==> src/rtl/i2s_pkg.sv <==
// Shared types and constants for the I2S sample scheduler and its pair FIFO.
package i2s_pkg;

    localparam int SAMPLE_W   = 16;
    localparam int FRAME_MCLK = 256;
    localparam int PAIR_W     = 2 * SAMPLE_W;

    typedef enum logic [1:0] {
        ST_IDLE     = 2'd0,
        ST_PREFILL  = 2'd1,
        ST_RUN      = 2'd2,
        ST_UNDERRUN = 2'd3
    } state_t;

    // Underrun counter increment that sticks at 255 instead of wrapping.
    function automatic logic [7:0] sat_inc8(input logic [7:0] value);
        return (value == 8'hFF) ? value : value + 8'd1;
    endfunction

endpackage

==> src/rtl/i2s_sample_scheduler_if.sv <==
// Producer/encoder-facing bundle of the sample scheduler. The master side is the
// producer plus whatever watches the encoder data; the slave side is the scheduler.
interface i2s_sample_scheduler_if
    import i2s_pkg::*;
#(
    parameter int DEPTH = 4
);
    localparam int LEVEL_W = $clog2(DEPTH) + 1;

    logic                lrclk;
    logic                en;
    logic [SAMPLE_W-1:0] src_l;
    logic [SAMPLE_W-1:0] src_r;
    logic                valid;
    logic                ready;
    logic [SAMPLE_W-1:0] enc_l;
    logic [SAMPLE_W-1:0] enc_r;
    logic [LEVEL_W-1:0]  level;
    logic                running;
    logic                underrun;
    logic [7:0]          urun_cnt;

    modport master (
        output lrclk, en, src_l, src_r, valid,
        input  ready, enc_l, enc_r, level, running, underrun, urun_cnt
    );

    modport slave (
        input  lrclk, en, src_l, src_r, valid,
        output ready, enc_l, enc_r, level, running, underrun, urun_cnt
    );

endinterface

==> src/rtl/i2s_pair_fifo.sv <==
// Small FIFO of packed {left, right} sample pairs with a registered occupancy count.
// Push into a full FIFO and pop from an empty one are ignored; flush wins over both.
module i2s_pair_fifo
    import i2s_pkg::*;
#(
    parameter int DEPTH = 4,
    parameter int WIDTH = PAIR_W,
    localparam int AW   = $clog2(DEPTH),
    localparam int LW   = AW + 1
) (
    input  logic             clk,
    input  logic             rst,
    input  logic             push,
    input  logic             pop,
    input  logic             flush,
    input  logic [WIDTH-1:0] wdata,
    output logic [WIDTH-1:0] rdata,
    output logic [LW-1:0]    level,
    output logic             full,
    output logic             empty
);

    logic [WIDTH-1:0] mem [DEPTH];
    logic [AW-1:0]    wr_ptr;
    logic [AW-1:0]    rd_ptr;
    logic             do_push;
    logic             do_pop;

    assign full    = (level == LW'(DEPTH));
    assign empty   = (level == '0);
    assign do_push = push & ~full;
    assign do_pop  = pop & ~empty;
    assign rdata   = mem[rd_ptr];

    // Storage array; no reset needed since level gates what is ever read.
    always_ff @(posedge clk) begin
        if (do_push) begin
            mem[wr_ptr] <= wdata;
        end
    end

    // Pointers wrap naturally because DEPTH is a power of two.
    always_ff @(posedge clk or posedge rst) begin
        if (rst) begin
            wr_ptr <= '0;
            rd_ptr <= '0;
            level  <= '0;
        end else if (flush) begin
            wr_ptr <= '0;
            rd_ptr <= '0;
            level  <= '0;
        end else begin
            if (do_push) wr_ptr <= wr_ptr + AW'(1);
            if (do_pop)  rd_ptr <= rd_ptr + AW'(1);
            case ({do_push, do_pop})
                2'b10:   level <= level + LW'(1);
                2'b01:   level <= level - LW'(1);
                default: level <= level;
            endcase
        end
    end

endmodule

==> src/rtl/i2s_sample_scheduler.sv <==
// Feeds one L/R pair per LR frame into the I2S encoder. Encoder data only moves on the
// synchronised LRCLK rising edge, half a frame away from the encoder's frame-start latch.
//
//  state       | meaning
//  ------------+-------------------------------------------------------------
//  ST_IDLE     | disabled; FIFO flushed, no pushes, outputs zeroed at tick
//  ST_PREFILL  | collecting pushes until PREFILL pairs are buffered
//  ST_RUN      | one pop per tick
//  ST_UNDERRUN | starved; waits for PREFILL pairs, flags every empty tick
module i2s_sample_scheduler
    import i2s_pkg::*;
#(
    parameter int DEPTH     = 4,
    parameter int PREFILL   = 2,
    parameter int HOLD_LAST = 0
) (
    input  logic                  i_mclk,
    input  logic                  i_rst,
    i2s_sample_scheduler_if.slave bus
);

    localparam int LW = $clog2(DEPTH) + 1;

    logic              lr_s1, lr_s2, lr_s3;
    logic              tick;
    state_t            state, state_nx;
    logic              pop, urun_act, flush, clr_cnt, push;
    logic              prefill_ok;
    logic [PAIR_W-1:0] rdata;
    logic [LW-1:0]     level;
    logic              full, empty;

    assign tick       = lr_s2 & ~lr_s3;
    assign prefill_ok = (level >= LW'(PREFILL));
    assign bus.ready  = ~full & (state != ST_IDLE);
    assign push       = bus.valid & bus.ready;
    assign bus.level  = level;
    assign bus.running = (state == ST_RUN);

    i2s_pair_fifo #(.DEPTH(DEPTH), .WIDTH(PAIR_W)) u_fifo (
        .clk   (i_mclk),
        .rst   (i_rst),
        .push  (push),
        .pop   (pop),
        .flush (flush),
        .wdata ({bus.src_l, bus.src_r}),
        .rdata (rdata),
        .level (level),
        .full  (full),
        .empty (empty)
    );

    // Two-flop LRCLK synchroniser plus the edge register used for tick detection.
    always_ff @(posedge i_mclk or posedge i_rst) begin
        if (i_rst) begin
            lr_s1 <= 1'b0;
            lr_s2 <= 1'b0;
            lr_s3 <= 1'b0;
        end else begin
            lr_s1 <= bus.lrclk;
            lr_s2 <= lr_s1;
            lr_s3 <= lr_s2;
        end
    end

    // State register.
    always_ff @(posedge i_mclk or posedge i_rst) begin
        if (i_rst) begin
            state <= ST_IDLE;
        end else begin
            state <= state_nx;
        end
    end

    // Next state and per-cycle actions; the pop decision looks at the pre-cycle level,
    // so a pair pushed on the tick cycle itself cannot satisfy that tick.
    always_comb begin
        state_nx = state;
        pop      = 1'b0;
        urun_act = 1'b0;
        flush    = 1'b0;
        clr_cnt  = 1'b0;
        if (!bus.en) begin
            state_nx = ST_IDLE;
            flush    = 1'b1;
        end else begin
            case (state)
                ST_IDLE: begin
                    state_nx = ST_PREFILL;
                    clr_cnt  = 1'b1;
                end
                ST_PREFILL: begin
                    if (tick && prefill_ok) begin
                        state_nx = ST_RUN;
                        pop      = 1'b1;
                    end
                end
                ST_RUN: begin
                    if (tick) begin
                        if (!empty) begin
                            pop = 1'b1;
                        end else begin
                            state_nx = ST_UNDERRUN;
                            urun_act = 1'b1;
                        end
                    end
                end
                ST_UNDERRUN: begin
                    if (tick) begin
                        if (prefill_ok) begin
                            state_nx = ST_RUN;
                            pop      = 1'b1;
                        end else begin
                            urun_act = 1'b1;
                        end
                    end
                end
                default: state_nx = ST_IDLE;
            endcase
        end
    end

    // Encoder data, underrun pulse and counter; data moves only on a tick.
    always_ff @(posedge i_mclk or posedge i_rst) begin
        if (i_rst) begin
            bus.enc_l    <= '0;
            bus.enc_r    <= '0;
            bus.underrun <= 1'b0;
            bus.urun_cnt <= '0;
        end else begin
            bus.underrun <= urun_act;
            if (clr_cnt) begin
                bus.urun_cnt <= '0;
            end else if (urun_act) begin
                bus.urun_cnt <= sat_inc8(bus.urun_cnt);
            end
            if (tick) begin
                if (pop) begin
                    {bus.enc_l, bus.enc_r} <= rdata;
                end else if (urun_act && (HOLD_LAST != 0)) begin
                    bus.enc_l <= bus.enc_l;
                    bus.enc_r <= bus.enc_r;
                end else begin
                    bus.enc_l <= '0;
                    bus.enc_r <= '0;
                end
            end
        end
    end

endmodule

==> src/flat_wrapper.sv <==
// flat-port wrapper written by rule: the top's interface ports become plain ports
module i2s_sample_scheduler_flat import i2s_pkg::*;
#(
    parameter int DEPTH     = 4,
    parameter int PREFILL   = 2,
    parameter int HOLD_LAST = 0
)
  (i_mclk, i_rst, bus_lrclk, bus_en, bus_src_l, bus_src_r, bus_valid, bus_ready, bus_enc_l, bus_enc_r, bus_level, bus_running, bus_underrun, bus_urun_cnt);
  i2s_sample_scheduler_if #(.DEPTH(DEPTH)) bus_i ();
  input  logic i_mclk;
  input  logic i_rst;
  input wire logic [$bits(bus_i.lrclk)-1:0] bus_lrclk;
  input wire logic [$bits(bus_i.en)-1:0] bus_en;
  input wire logic [$bits(bus_i.src_l)-1:0] bus_src_l;
  input wire logic [$bits(bus_i.src_r)-1:0] bus_src_r;
  input wire logic [$bits(bus_i.valid)-1:0] bus_valid;
  output wire logic [$bits(bus_i.ready)-1:0] bus_ready;
  output wire logic [$bits(bus_i.enc_l)-1:0] bus_enc_l;
  output wire logic [$bits(bus_i.enc_r)-1:0] bus_enc_r;
  output wire logic [$bits(bus_i.level)-1:0] bus_level;
  output wire logic [$bits(bus_i.running)-1:0] bus_running;
  output wire logic [$bits(bus_i.underrun)-1:0] bus_underrun;
  output wire logic [$bits(bus_i.urun_cnt)-1:0] bus_urun_cnt;
  assign bus_i.lrclk = bus_lrclk;
  assign bus_i.en = bus_en;
  assign bus_i.src_l = bus_src_l;
  assign bus_i.src_r = bus_src_r;
  assign bus_i.valid = bus_valid;
  assign bus_ready = bus_i.ready;
  assign bus_enc_l = bus_i.enc_l;
  assign bus_enc_r = bus_i.enc_r;
  assign bus_level = bus_i.level;
  assign bus_running = bus_i.running;
  assign bus_underrun = bus_i.underrun;
  assign bus_urun_cnt = bus_i.urun_cnt;
  i2s_sample_scheduler #(.DEPTH(DEPTH), .PREFILL(PREFILL), .HOLD_LAST(HOLD_LAST)) u_core (.i_mclk(i_mclk), .i_rst(i_rst), .bus(bus_i));
endmodule
==> config.mk <==
export PLATFORM = sky130hd
export DESIGN_NAME = i2s_sample_scheduler_flat
export DESIGN_NICKNAME = d
export VERILOG_FILES = /design/src/rtl/i2s_pkg.sv /design/src/rtl/i2s_sample_scheduler_if.sv /design/src/rtl/i2s_pair_fifo.sv /design/src/rtl/i2s_sample_scheduler.sv /design/src/flat_wrapper.sv
export SDC_FILE = /design/constraint.sdc
export NUM_CORES = 1
export LEC_CHECK = 0
export CAP_MARGIN = 20
export CORE_ASPECT_RATIO = 0.6
export CORE_MARGIN = 2
export CORE_UTILIZATION = 30
export CTS_CLUSTER_DIAMETER = 30
export CTS_CLUSTER_SIZE = 12
export DETAILED_ROUTE_END_ITERATION = 16
export PLACE_DENSITY_LB_ADDON = 0.25
export REMOVE_ABC_BUFFERS = 1
export SETUP_SLACK_MARGIN = 0.2
export SYNTH_ARGS = -nofsm -noshare
export SYNTH_HDL_FRONTEND = slang
export SYNTH_HIERARCHICAL = 1
export SYNTH_SLANG_ARGS = --single-unit
==> constraint.sdc <==
create_clock -name i_mclk -period 5.81 [get_ports i_mclk]
set_input_delay 1.4525 -clock i_mclk [delete_from_list [all_inputs] [get_ports i_mclk]]
set_output_delay 1.4525 -clock i_mclk [all_outputs]
set_load 0.005 [all_outputs]
==> run summary, run 1 <==
The run finished with clean final reports. The setup skew after layout is 0.00805 ns. The maximum root-to-sink buffer count is 2.

The final count of hold timing violations is 0. The detailed router put a total of 7.20 mm of wire on met1. The count of mapped cells out of synthesis came out at 374. The number of enable flip-flop cells after synthesis is 128. The area occupied by multi-input gates came out at 1680 µm².

After clock tree synthesis, the flow added hold-fix buffers numbering 0. The die area came out at 24,700 µm². Per report_power, the sequential group accounts for 53.4% of the total. The total power draw is 2.65 mW. The row count came out at 43. The worst-case hold slack came out at 0.355 ns. The total number of clock tree sinks came out at 181. The slew at the pin closest to its max-slew limit came out at 0.968 ns.

The routed wirelength normalized by instance count came out at 18.7 µm. TritonCTS built the clock tree. The buffer cell driving the clock tree root is sky130_fd_sc_hd__clkbuf_16. After detailed routing, the met3 layer carries 852 µm of wire. The post-synthesis cell area is 7040 µm².

In the routed layout, each cell is associated on average with a via count of 4.69. The width of the die is 202 µm. The endpoint required time on the critical path came out at 6.09 ns. Traced cell by cell, the critical path runs through clkdlybuf4s50_1, inv_1, a211oi_4, buf_4, o31ai_1, a21oi_1, fa_1, nor2_1, a211oi_1. The core region is 23,100 µm².

The highest clock frequency the design can meet is 269 MHz. The final layout contains 498 nets. The pin count of the biggest net entering global routing came out at 47. After layout, the worst path uses 64.0% of the clock period. STA classifies the critical path endpoint as a register. In the synthesized netlist the dominant register cell turns out to be sky130_fd_sc_hd__edfxtp_1. The number of H-tree branching levels is 4.

The max-slew violation total from the final report was 0. The max capacitance violation total came out at 0. The clock latency at the later pin of the worst-skew pair came out at 0.42 ns. Summing all flip-flop and latch instances after layout gives 5170 µm². The all-layer global routing usage is 12.3%. The count of different cell masters after synthesis came out at 52.

The die is 123 µm tall. The highest ir drop seen on vdd came out at 0.000224 V. Clock-pin slew was measured on the worst setup and hold paths at 0.06 ns. The length of the first detailed-routing pass in iterations came out at 5. The power density normalized to cell area is 303 nW/µm². Across all register-to-register paths, the minimum setup slack is 2.73 ns. At the end of the flow the core is filled with cells to 37.9%. The maximum cell stage delay along the critical path is 0.51 ns.

The total setup buffers inserted after CTS is 0. The number of CTS-inserted buffers came out at 17. The critical-path cell with the highest stage delay is sky130_fd_sc_hd__clkdlybuf4s50_1.

The post-detailed-route DRC marker count is 0. By startpoint and endpoint, the worst setup path is classified as in2reg. The analysis attributes to cell leakage a power of 2.99 nW.

The worst slew margin relative to its limit came out at 35.5%. The first-pass GRT wire length came out at 22.4 mm. The highest layer used for signal routing is met4. The count of final setup violators came out at 0. The share of total power in the clock network came out at 43.1%.

The total wirelength of the detailed-routed design is 14.6 mm. The gate family responsible for the most delay along the worst path is buffers and inverters. The min-delay analysis places its worst path in the category reg2reg. The worst setup path is launched from a primary input.

The boundary pin count is 83. The share of cells above drive strength 1 is 17.3%. Cell internal power was estimated by the tool at 2.12 mW.

Setup repair after global routing left no endpoint under its margin. The total of fill cells in the finished design is 2,097. At the worst endpoint, the arrival time is 4.00 ns. The sum of met2 wire segment lengths after detailed routing came out at 6.49 mm. The combinational share of power is 3.5%.

The number of DRC violations after detailed-routing iteration 0 came out at 224. The number of routed nets with antenna violations came out at 0. The area of all placed cells without fillers is 8750 µm². The area growth from synthesis to final layout is 24.3%. The number of global-route vias before repair came to 3,750. The shortest clock period the worst path allows after layout is 3.72 ns.

Input and output buffers added on the ports amount to 82. The initial antenna violation count is 0. The initial core utilization is 30.5%. The average footprint of a synthesized cell is 18.8 µm². The placed instances occupy a cell area of 8140 µm². The async set-or-reset flop fraction in the synthesized netlist is 29.3%. The vias after detailed routing is 3,670.

The register bit total from synthesis came out at 181. The fraction of power spent switching nets is 20.0%. The final estimated routing congestion in global placement is 0.683. The number of buffers and inverters on the critical path is 3. The final antenna diode count is 0. The library cell used most frequently in the layout, excluding fill and tap cells, is sky130_fd_sc_hd__edfxtp_1. In the layout the commonest cells are sky130_fd_sc_hd__edfxtp_1 (128), sky130_fd_sc_hd__clkdlybuf4s50_1 (82), sky130_fd_sc_hd__dfrtp_1 (51), sky130_fd_sc_hd__a22o_1 (32), sky130_fd_sc_hd__mux4_2 (32). The total overflow left after global routing is 0. The final-layout setup total negative slack came out at 0 ns. The share of synthesized area occupied by flip-flops and latches is 73.5%. The post-cts sizing count is 0. For this design the total switching power over the nets is 530 µW. The placed wire-length estimate came out at 8.78 mm. The maximum fanout count along the critical path is 44. The number of warning messages in the yosys log came out at 6.
worst paths after layout:
path	from	to	cells after the start
worst max-delay path	bus_en	u_core/u_fifo/level[1]$_DFFE_PP0P_	9
worst min-delay path	u_core/lr_s1$_DFF_PP0_	u_core/lr_s2$_DFF_PP0_	0
worst max register to register	u_core/u_fifo/level[1]$_DFFE_PP0P_	u_core/u_fifo/mem[0][18]$_DFFE_PP_	5
worst min register to register	u_core/lr_s1$_DFF_PP0_	u_core/lr_s2$_DFF_PP0_	0
max in group asynchronous	i_rst	u_core/bus.enc_r[14]$_DFFE_PP0P_	3
min in group asynchronous	i_rst	u_core/u_fifo/level[1]$_DFFE_PP0P_	2
area by class of cell:
| cell class | count | share of cell area (%) |
|---|---|---|
| clock buffer | 18 | 4.91 |
| timing repair buffer | 85 | 9.78 |
| inverter | 12 | 0.658 |
| clock inverter | 14 | 1.83 |
| tap | 315 | 4.51 |
| sequential | 181 | 59.1 |
| multi-input combinational | 158 | 19.2 |
synth_stat cells, drive strengths merged, types with 4 or more instances:
library cell  number  area (µm²)
a21oi              7        38.8
a22o              32         280
and3               4        30.0
buf               17         118
clkbuf             6        22.5
dfrtp             53        1330
edfxtp           128        3840
ha                 5        62.6
inv               11        41.3
mux4              32         721
nand2              5        18.8
nand2b             4        25.0
nand3              7        35.0
nor2              10        37.5
o21ai              5        32.5
o31ai              7        52.6
power groups by stage:
stage	combinational, mW	sequential (mW)	clock [mW]
floorplan	0.0379	1.44	0
global placement	0.0908	1.44	0
detailed placement	0.0939	1.44	0
CTS	0.0943	1.41	1.17
global route	0.104	1.42	1.22
finish	0.0939	1.41	1.14
per-stage QoR:
stage,cells,setup WS [ns]
after floorplan,351,1.58
after global placement,750,1.72
after detailed placement,750,1.63
after CTS,782,2.10
after global routing,783,1.92
final,783,2.09
per-layer routing:
metal,global-route usage (%),up-vias
met2,17.8,103
li1,-,1659
met3,4.06,8
met5,0,-
met4,2.67,0
met1,18.1,1900
registers in the layout, summed over array words and instances, names as in the netlist:
signal                flops
u_core/u_fifo/mem       128
u_core/bus.enc_l         16
u_core/bus.enc_r         16
u_core/bus.urun_cnt       8
u_core/u_fifo/level       3
u_core/state              2
u_core/u_fifo/rd_ptr      2
u_core/u_fifo/wr_ptr      2
u_core/bus.underrun       1
u_core/lr_s1              1
u_core/lr_s2              1
u_core/lr_s3              1
logic make-up (layout without fill, tap and decap cells):
logic type	after synthesis	after routing	share of synthesized area [%]
AOI/OAI and AO/OA	68	68	7.84
muxes	33	33	10.4
and+or+nand+nor	48	48	3.95
adders and majority gates	6	6	1.17
DFF	181	181	73.5
xor gates and xnor gates	3	3	0.373
buffers and inverters	35	129	2.81
No activity file was read; power rests on OpenSTA's default activity.
==> inputs of run 2 (changes only) <==
Clock period 5.81 ns to 3.8 ns, I/O delays scaled along.
==> run 2 against run 1 <==
Sequential share of layout area shrank 0.10 points. First-iteration DRC count grew 16%. Combinational power grew 58%. Non-clock buffer count grew 6. Critical endpoint is now bus_ready. Die area is the same. Setup slack lost 1.5 ns. Via count grew 0.82%. Worst hold slack gained 0.0021 ns. Cell area grew 0.17%. Global-route usage grew 0.37 points. Sequential power grew 53%.
==> run summary, run 2 (synthesis gave the netlist of run 1 again) <==
Run status: completed (unchanged). The final count of hold timing violations is 0 (unchanged). The worst slew margin relative to its limit came to 40.0% (was 35.5%). The setup skew after layout is 0.0114 ns (was 0.00805 ns). The startpoint of the worst hold path is u_core/lr_s1$_DFF_PP0_ (unchanged). The row count came out at 43 (unchanged). The slew at the pin closest to its max-slew limit came out at 0.900 ns (was 0.968 ns).

Of the available clock period, the critical path in the final layout requires 84.4%. The cell count of the worst hold path is 0 (unchanged). The number of DRC violations after detailed-routing iteration 0 came out at 259 (was 224). The launch point of the worst reg-to-reg path is u_core/u_fifo/level[2]$_DFFE_PP0P_ (was u_core/u_fifo/level[1]$_DFFE_PP0P_). The detailed-routing wirelength on met1 came out at 7.38 mm (was 7.20 mm). The total wirelength of the detailed-routed design came to 14.9 mm (was 14.6 mm). The number of buffers inserted by port buffering came out at 82 (unchanged).

The vias after detailed routing came to 3,700 (was 3,670). The total number of clock tree sinks came out at 181 (unchanged). The register name with the most flops is u_core/u_fifo/mem (unchanged). The initial antenna violation count was 0 (unchanged). The boundary pin count is 83 (unchanged). The maximum fanout count along the critical path came out at 15 (was 44). The final-layout setup total negative slack came out at 0 ns (unchanged).

The width of the die came out at 202 µm (unchanged). The power density normalized to cell area is 447 nW/µm² (was 303 nW/µm²). The total setup buffers inserted after CTS is 0 (unchanged). The placed wire-length estimate was 9.07 mm (was 8.78 mm). The clock latency at the later pin of the worst-skew pair is 0.43 ns (was 0.42 ns). The leakage power is 3.00 nW (was 2.99 nW).

The critical-path cell with the highest stage delay is sky130_fd_sc_hd__dfrtp_1 (was sky130_fd_sc_hd__clkdlybuf4s50_1). The endpoint required time on the critical path came out at 2.85 ns (was 6.09 ns). The highest ir drop seen on vdd is 0.000320 V (was 0.000224 V). The number of flip-flops in the largest register was 128 (unchanged). The type of origin of the critical path was a register (was primary input). The sum of met2 wire segment lengths after detailed routing came out at 6.81 mm (was 6.49 mm).

The slack of the worst reg-to-reg path was 1.10 ns (was 2.73 ns). The buffer cell driving the clock tree root is sky130_fd_sc_hd__clkbuf_16 (unchanged). The worst-case hold slack came out at 0.357 ns (was 0.355 ns). The final antenna diode count is 0 (unchanged). The total buffers and inverters traversed by the critical path came out at 2 (was 3). List of cells traversed by the critical path: or3b_1, clkinv_8, nor2_1, clkdlybuf4s50_1 (was clkdlybuf4s50_1, inv_1, a211oi_4, buf_4, o31ai_1, a21oi_1, fa_1, nor2_1, a211oi_1). The path depth of the worst reg2reg path is 8 (was 5). The highest layer used for signal routing is met4 (unchanged). The length of the first detailed-routing pass in iterations came out at 6 (was 5). The instance area at placement is 8230 µm² (was 8140 µm²). The standard cell core area was 23,100 µm² (unchanged). The leading cell type in the layout, fill and taps excluded is sky130_fd_sc_hd__edfxtp_1 (unchanged). The clock period could shrink to 3.21 ns.

The number of H-tree branching levels is 4 (unchanged). The class of the most critical setup path is reg2out (was in2reg). The max-slew violation total from the final report is 0 (unchanged). The length of routed met3 wiring is 677 µm (was 852 µm). Most frequent cells in the layout: sky130_fd_sc_hd__edfxtp_1 (128), sky130_fd_sc_hd__clkdlybuf4s50_1 (82), sky130_fd_sc_hd__dfrtp_1 (51), sky130_fd_sc_hd__a22o_1 (32), sky130_fd_sc_hd__mux4_2 (32) (unchanged).

The routed wirelength normalized by instance count was 18.9 µm (was 18.7 µm). The net total in the final layout is 504 (was 498). The via density per instance came out at 4.69 (about the same). The share of cells above drive strength 1 came out at 18.8% (was 17.3%).

The number of CTS-inserted buffers is 17 (unchanged). The area occupied by multi-input gates came to 1680 µm² (unchanged). The endpoint class of the critical path was an output pin (was register). The first-pass GRT wire length is 22.7 mm (was 22.4 mm). The number of global-route vias before repair came out at 3,806 (was 3,750). The overflow left after global routing was 0 (unchanged). The total power draw is 3.92 mW (was 2.65 mW). The area occupied by registers is 5170 µm² (unchanged). The initial core utilization came out at 30.5% (unchanged). The maximum root-to-sink buffer count is 2 (unchanged). The area growth from synthesis to final layout came out at 24.5% (was 24.3%). The count of final setup violators came out at 0 (unchanged). The maximum cell stage delay along the critical path was 0.67 ns (was 0.51 ns). RSZ-0062 raised after global routing: no (unchanged).

The beginning of the critical path is u_core/u_fifo/level[2]$_DFFE_PP0P_ (was bus_en). The endpoint of the worst setup timing path is bus_ready (was u_core/u_fifo/level[1]$_DFFE_PP0P_). The gate family responsible for the most delay along the worst path is flip-flops (was buffers and inverters).

The all-layer global routing usage is 12.7% (was 12.3%). The pin count of the biggest net entering global routing came out at 44 (was 47). The critical path depth in cells is 4 (was 9). The clock input transition at the sequential cells of the worst setup and hold paths is 0.07 ns (was 0.06 ns). The post-cts sizing count came out at 0 (unchanged). The area of all placed cells without fillers came out at 8760 µm² (was 8750 µm²).

The highest clock frequency the design can meet came out at 312 MHz. The number of routed nets with antenna violations came to 0 (unchanged). The count of hold buffers inserted by post-cts repair came out at 0 (unchanged). The final estimated routing congestion in global placement was 0.741 (was 0.683). The height of the chip is 123 µm (unchanged). The data arrival time of the critical path is 2.26 ns (was 4.00 ns). The path type of the worst min-delay path is reg2reg (unchanged). Largest registers: u_core/u_fifo/mem x128, u_core/bus.enc_l x16, u_core/bus.enc_r x16 (unchanged). The CTS tree is yes (unchanged). The reg-to-reg endpoint was u_core/u_fifo/level[1]$_DFFE_PP0P_ (was u_core/u_fifo/mem[0][18]$_DFFE_PP_). The max capacitance violation total came out at 0 (unchanged). The post-detailed-route DRC marker count was 0 (unchanged). The total of fill cells in the finished design is 2,109 (was 2,097).

The die area is 24,700 µm² (unchanged).
run 2: changes by cell type in the layout (fill, tap and decap cells not counted), sizes merged:
| cell | previous run | this run |
|---|---|---|
| buf | 3 | 9 |
| bufinv | 3 | 0 |
| inv | 12 | 14 |
| clkbuf | 18 | 19 |
| clkinv | 8 | 7 |
| clkinvlp | 3 | 4 |
run 2: worst min-delay path by stage:
| stage | end |
|---|---|
| final | u_core/lr_s2$_DFF_PP0_ |
| after CTS | u_core/lr_s2$_DFF_PP0_ |
| after detailed placement | u_core/lr_s2$_DFF_PP0_ |
| after global routing | u_core/lr_s2$_DFF_PP0_ |
| after floorplan | u_core/lr_s2$_DFF_PP0_ |
| after global placement | u_core/lr_s2$_DFF_PP0_ |
run 2: power breakdown:
group          internal, mW  switching, mW
Sequential             2.15         0.0108
Clock                 0.844          0.761
Combinational        0.0667         0.0818
Total                  3.06          0.854
run 2: through the flow:
stage,util (%),worst slack [ns],instances
global placement,35.7,0.650,757
global route,38.0,0.491,789
CTS,38.0,0.590,789
finish,38.0,0.592,789
detailed placement,35.7,0.563,757
floorplan,-,0.0756,351
run 2: area by class of cell:
cell class / count / area share (%)
flip-flops and latches: 181 / 59.0
multi-input cells: 158 / 19.2
repair buffers: 91 / 10.6
clock buffers: 19 / 4.94
well taps: 315 / 4.50
clock inverters: 13 / 1.16
inverters: 12 / 0.657
run 2: worst reg2reg max path, delay by kind of cell, from the launching register on:
| family | cells | cell delay (ns) |
|---|---|---|
| AO/OA/AOI/OAI | 3 | 0.51 |
| adder cells (fa/ha/maj) | 1 | 0.51 |
| buffers and inverters | 1 | 0.08 |
| flip-flops | 1 | 0.57 |
| AND/OR/NAND/NOR | 3 | 0.95 |
run 2: per-layer routing:
metal	vias up	GRT usage (%)
li1	1679	-
met1	1922	17.9
met2	93	19.3
met3	6	3.90
met4	0	3.17
met5	-	0
==> inputs of run 3 (changes only) <==
Clock period 3.8 ns to 2.6 ns, I/O delays scaled along.
==> run 3 against run 2 <==
Cell count increased by 1.9%. Cell area grew 2.9%. Critical endpoint is now u_core/u_fifo/level[1]$_DFFE_PP0P_. Via count is 2.1% higher. Register-to-register slack got worse by 0.84 ns. Setup slack worse by 0.33 ns. Die area stayed put. Combinational power rose by 53%. Total power is 54% higher.
==> run summary, run 3 (synthesis gave the netlist of run 1 again) <==
The setup skew after layout came out at 0.00826 ns (was 0.0114 ns). Largest registers: u_core/u_fifo/mem x128, u_core/bus.enc_l x16, u_core/bus.enc_r x16 (unchanged). The path depth of the worst reg2reg path is 10 (was 8). The first-pass GRT wire length came to 23.6 mm (was 22.7 mm).

The CTS tree is yes (unchanged). The length of the first detailed-routing pass in iterations is 4 (was 6). The maximum root-to-sink buffer count came to 2 (unchanged).

The number of buffers inserted by port buffering is 82 (unchanged). The overflow left after global routing is 0 (unchanged). The number of CTS-inserted buffers was 17 (unchanged). The height of the chip came to 123 µm (unchanged). The register name with the most flops is u_core/u_fifo/mem (unchanged). The launch point of the worst reg-to-reg path is u_core/u_fifo/level[1]$_DFFE_PP0P_ (was u_core/u_fifo/level[2]$_DFFE_PP0P_).

The slew at the pin closest to its max-slew limit is 0.566 ns (was 0.900 ns). The number of DRC violations after detailed-routing iteration 0 came out at 236 (was 259). The endpoint of the worst setup timing path is u_core/u_fifo/level[1]$_DFFE_PP0P_ (was bus_ready). The total number of clock tree sinks is 181 (unchanged). The endpoint required time on the critical path came out at 2.94 ns (was 2.85 ns).

The area growth from synthesis to final layout came to 28.2% (was 24.5%). The final-layout setup total negative slack came out at 0 ns (unchanged). The maximum cell stage delay along the critical path is 0.54 ns (was 0.67 ns). The total of fill cells in the finished design came out at 2,093 (was 2,109). The number of H-tree branching levels is 4 (unchanged). List of cells traversed by the critical path: buf_4, or2_2, nor2_4, nand2b_4, a211oi_4, o31ai_2, a21oi_2, fa_1, o2111ai_1, a211oi_1 (was or3b_1, clkinv_8, nor2_1, clkdlybuf4s50_1).

The routed wirelength normalized by instance count came out at 19.4 µm (was 18.9 µm). The slack of the worst reg-to-reg path came out at 0.26 ns (was 1.10 ns). The buffer cell driving the clock tree root is sky130_fd_sc_hd__clkbuf_16 (unchanged). The critical-path cell with the highest stage delay is sky130_fd_sc_hd__fa_1 (was sky130_fd_sc_hd__dfrtp_1). The standard cell core area is 23,100 µm² (unchanged).

The number of routed nets with antenna violations is 0 (unchanged). The endpoint class of the critical path is a register (was output pin). The path type of the worst min-delay path is reg2reg (unchanged). The count of final setup violators is 0 (unchanged). The initial antenna violation count is 1 (was 0).

The beginning of the critical path is u_core/u_fifo/level[1]$_DFFE_PP0P_ (was u_core/u_fifo/level[2]$_DFFE_PP0P_). The clock latency at the later pin of the worst-skew pair is 0.43 ns (about the same). The setup slack at placement is -0.00491 ns (was 0.563 ns). The die area is 24,700 µm² (unchanged). The net total in the final layout is 517 (was 504). The number of flip-flops in the largest register came to 128 (unchanged). The fraction of the cycle the final worst path needs came out at 90.0%. The all-layer global routing usage came out at 13.2% (was 12.7%). The post-detailed-route DRC marker count came out at 0 (unchanged). The vias after detailed routing is 3,777 (was 3,700). The row count came out at 43 (unchanged). The max capacitance violation total is 0 (unchanged). The final count of hold timing violations came out at 0 (unchanged). The initial core utilization came to 30.5% (unchanged).

The post-route worst setup slack came out at 0.261 ns (was 0.592 ns). The final estimated routing congestion in global placement is 0.746 (was 0.741). The total wirelength of the detailed-routed design is 15.6 mm (was 14.9 mm). Run status: completed (unchanged). The boundary pin count is 83 (unchanged).

The power density normalized to cell area is 667 nW/µm² (was 447 nW/µm²). The share of cells above drive strength 1 came out at 22.6% (was 18.8%). The data arrival time of the critical path came out at 2.68 ns (was 2.26 ns). The clock input transition at the sequential cells of the worst setup and hold paths came out at 0.07 ns (about the same). The max-slew violation total from the final report came out at 0 (unchanged). The leading cell type in the layout, fill and taps excluded is sky130_fd_sc_hd__edfxtp_1 (unchanged). The width of the die came out at 202 µm (unchanged). The via density per instance came out at 4.70 (was 4.69). The leakage power is 3.13 nW (was 3.00 nW). The placed wire-length estimate is 9.45 mm (was 9.07 mm). The worst slew margin relative to its limit came to 62.0% (was 40.0%). The highest clock frequency the design can meet came out at 428 MHz.

The type of origin of the critical path is a register (unchanged). The maximum fanout count along the critical path is 3 (was 15). The count of hold buffers inserted by post-cts repair came out at 0 (unchanged). The reg-to-reg endpoint was u_core/u_fifo/level[1]$_DFFE_PP0P_ (unchanged). The highest ir drop seen on vdd came out at 0.000436 V (was 0.000320 V). RSZ-0062 raised after global routing: yes (was no). Most frequent cells in the layout: sky130_fd_sc_hd__edfxtp_1 (128), sky130_fd_sc_hd__clkdlybuf4s50_1 (81), sky130_fd_sc_hd__dfrtp_1 (51), sky130_fd_sc_hd__a22o_1 (32), sky130_fd_sc_hd__mux4_2 (32) (was sky130_fd_sc_hd__edfxtp_1 (128), sky130_fd_sc_hd__clkdlybuf4s50_1 (82), sky130_fd_sc_hd__dfrtp_1 (51), sky130_fd_sc_hd__a22o_1 (32), sky130_fd_sc_hd__mux4_2 (32)). The number of global-route vias before repair is 3,855 (was 3,806). The shortest clock period the worst path allows after layout came out at 2.34 ns. The class of the most critical setup path is reg2reg (was reg2out). The pin count of the biggest net entering global routing is 34 (was 44). The worst-case hold slack came out at 0.352 ns (was 0.357 ns).
-- run 3: final cells by class --
cell class                 instances  area [µm²]  share of cell area [%]
multi-input combinational        158        1730                    19.1
inverter                          12        57.6                   0.638
clock inverter                    15         178                    1.97
timing repair buffer             104        1060                    11.8
tap                              315         394                    4.37
clock buffer                      17         425                    4.72
sequential                       181        5170                    57.4
antenna                            2        5.00                  0.0555
-- run 3: per-layer routing --
layer	GRT usage, %	part of all wire (%)	vias up
li1	-	-	1709
met1	18.3	50	1971
met2	19.8	45	84
met3	4.14	4.7	13
met4	4.27	0.87	0
met5	0	0	-
-- run 3: what timing repair did --
| action | in CTS | in global routing |
|---|---|---|
| cloned | 0 | 0 |
| pin swaps | 1 | 2 |
| setup endpoints to repair | 1 | 8 |
| resized for setup | 2 | 9 |
| setup buffers | 2 | 0 |
-- run 3: worst min path at each step --
stage                                 from  cells past startpoint                      to  slack [ns]
finish              u_core/lr_s1$_DFF_PP0_                      0  u_core/lr_s2$_DFF_PP0_        0.35
global placement    u_core/lr_s1$_DFF_PP0_                      0  u_core/lr_s2$_DFF_PP0_        0.34
floorplan           u_core/lr_s1$_DFF_PP0_                      0  u_core/lr_s2$_DFF_PP0_        0.33
CTS                 u_core/lr_s1$_DFF_PP0_                      0  u_core/lr_s2$_DFF_PP0_        0.35
global route        u_core/lr_s1$_DFF_PP0_                      0  u_core/lr_s2$_DFF_PP0_        0.36
detailed placement  u_core/lr_s1$_DFF_PP0_                      0  u_core/lr_s2$_DFF_PP0_        0.34
-- run 3: critical path, delay by kind of cell, from the launching register on --
family          cells  cell delay [ns]
simple gates        3             0.61
fa+ha+maj           1             0.54
compound gates      5             0.56
buf+inv             1             0.15
flops               1             0.40
-- run 3: metrics by stage --
stage          instance area (µm²)  utilization, %  cells  power, mW
2_1_floorplan                 6900               -    351       3.30
4_1_cts                       8970            38.9    802       6.09
5_1_grt                       9010            39.1    802       6.24
6_report                      9020            39.1    804       6.02
3_3_place_gp                  8350            36.2    768       3.44
3_5_place_dp                  8350            36.2    768       3.45
-- run 3: power by group --
part           switching (mW)  internal (mW)  leakage, nW
clock                    1.11           1.52        0.296
sequential             0.0134           3.14         1.89
combinational           0.124          0.103        0.948
==> edit: new RTL, config.mk and constraints of run 2 <==
Make the reset (`i_rst` and `rst`) synchronous in 4 clocked blocks.
--- a/src/rtl/i2s_pair_fifo.sv
+++ b/src/rtl/i2s_pair_fifo.sv
@@ -42,3 +42,3 @@
     // Pointers wrap naturally because DEPTH is a power of two.
-    always_ff @(posedge clk or posedge rst) begin
+    always_ff @(posedge clk) begin
         if (rst) begin
--- a/src/rtl/i2s_sample_scheduler.sv
+++ b/src/rtl/i2s_sample_scheduler.sv
@@ -53,3 +53,3 @@
     // Two-flop LRCLK synchroniser plus the edge register used for tick detection.
-    always_ff @(posedge i_mclk or posedge i_rst) begin
+    always_ff @(posedge i_mclk) begin
         if (i_rst) begin
@@ -66,3 +66,3 @@
     // State register.
-    always_ff @(posedge i_mclk or posedge i_rst) begin
+    always_ff @(posedge i_mclk) begin
         if (i_rst) begin
@@ -123,3 +123,3 @@
     // Encoder data, underrun pulse and counter; data moves only on a tick.
-    always_ff @(posedge i_mclk or posedge i_rst) begin
+    always_ff @(posedge i_mclk) begin
         if (i_rst) begin
Behaviour: differs if i_rst is asserted again (counterexample within 4 cycles, from zero or initial values and one cycle with i_rst high); with i_rst held inactive, the same outputs for 10 cycles.
==> edit against run 2 <==
Setup slack improved by 180 ps. Wire length shrank 4.8%. Synthesized area fell by 3.6%. Critical path type is now in2reg. Sequential share of layout area shrank 1.6 points. Final area down 1.6%. Total power increased by 7.5%. Highest routed layer unchanged. Register-to-register slack got worse by 140 ps. Sequential cell count increased by 2.
==> edit: results (changes against run 2) <==
Finish
  • Non-clk invs: 10 (-2)
  • Signal buffers: 90 (-1.1%)
  • Layout Cells excl Fill: 785 (-0.51%)
  • Final #Nets: 508 (+0.79%)
  • Register area: 0.00495 mm2 (-4.4%)
  • Multi-input logic area: 0.00170 mm2 (+1.1%)
  • Multi-input gates: 162 (+2.5%)

Synth
  • Cell count after synthesis: 373 (-0.27%)
  • Post-synthesis sequential area ratio: 0.729 (-0.00542)
  • Most common library cells after synthesis: 128 x edfxtp_1, 55 x dfxtp_1, 32 x a22o_1, 32 x mux4_2, 12 x nor2_1
  • Synth Cell Area: 0.00678 mm2 (-3.6%)

Timing
  • Fin worst setup slack: 768 ps (+176 ps)
  • Hold WS: 448 ps (+91.5 ps)
  • Slew margin rel.: 0.336 (-0.0647)

Drt
  • Via-to-Cell Ratio: 4.57 (-2.5%)
  • Initial DRT Pass Iterations: 4 (-2)
  • First DRT Iteration DRCs: 269 (+3.9%)
  • WL met1: 7190 um (-2.5%)
  • Metal2 WL: 6490 um (-4.7%)
  • WL per Instance: 18.1 um (-4.3%)

Setup path
  • R2R setup slack: 960 ps (-140 ps)
  • Crit. Startpoint: bus_en
  • R2r startpoint: u_core/u_fifo/level[2]$_SDFFE_PP0P_
  • Crit path max fanout: 4 (-11)
  • Critical path arrival: 3380 ps (+1120 ps)

Place
  • Final GP Congestion: 0.776 (+4.8%)
  • DP Worst Slack: 316 ps (-247 ps)
  • Placed cells: 753 (-0.53%)
  • Hpwl dp: 8560 um (-5.7%)

GRT
  • GRT met2 Usage: 0.187 (-0.00561)
  • Vias in the first global route: 3,673 (-3.5%)
  • M1 GR Usage: 0.178 (-0.000561)
  • M3 GR Usage: 0.0385 (-0.000540)

Worst hold path
  • Min-delay src: u_core/lr_s1$_SDFF_PP0_

Outcome
  • Outcome: complete, no violations

Power
  • Worst-case vdd ir drop: 295 uV (-7.8%)
  • Leakage: 2.75 nW (-8.4%)
edit: changes by cell type after synthesis, sizes merged, moves of 3 or more:
cell	change
and4	+3
nand3	-4
dfxtp	+55
dfrtp	-53
buf	-5
or3	+4
edit: cell families (layout without fill, tap and decap cells):
family                   after synthesis  count (layout)  share of synthesized area
flip-flops                           183             183                      0.729
AO/OA/AOI/OAI                         61              61                     0.0710
AND/OR/NAND/NOR                       59              59                     0.0531
multiplexers                          33              33                      0.108
buffers and inverters                 28             132                     0.0221
adder cells (fa/ha/maj)                7               7                     0.0140
XOR/XNOR                               2               2                    0.00258
edit: worst max-delay path, stage by stage:
cell and delay, ps:
clkdlybuf4s50_1 510, inv_1 80, a211oi_1 310, nor2b_1 260, ha_1 220, inv_1 60
fa_1 370, xor2_1 150, or3_1 310, a21oi_1 150
edit: power by group:
group          switching (mW)  internal [mW]
Combinational          0.0548         0.0535
Sequential            0.00433           2.14
Clock                   0.762           1.19
Total                   0.821           3.39
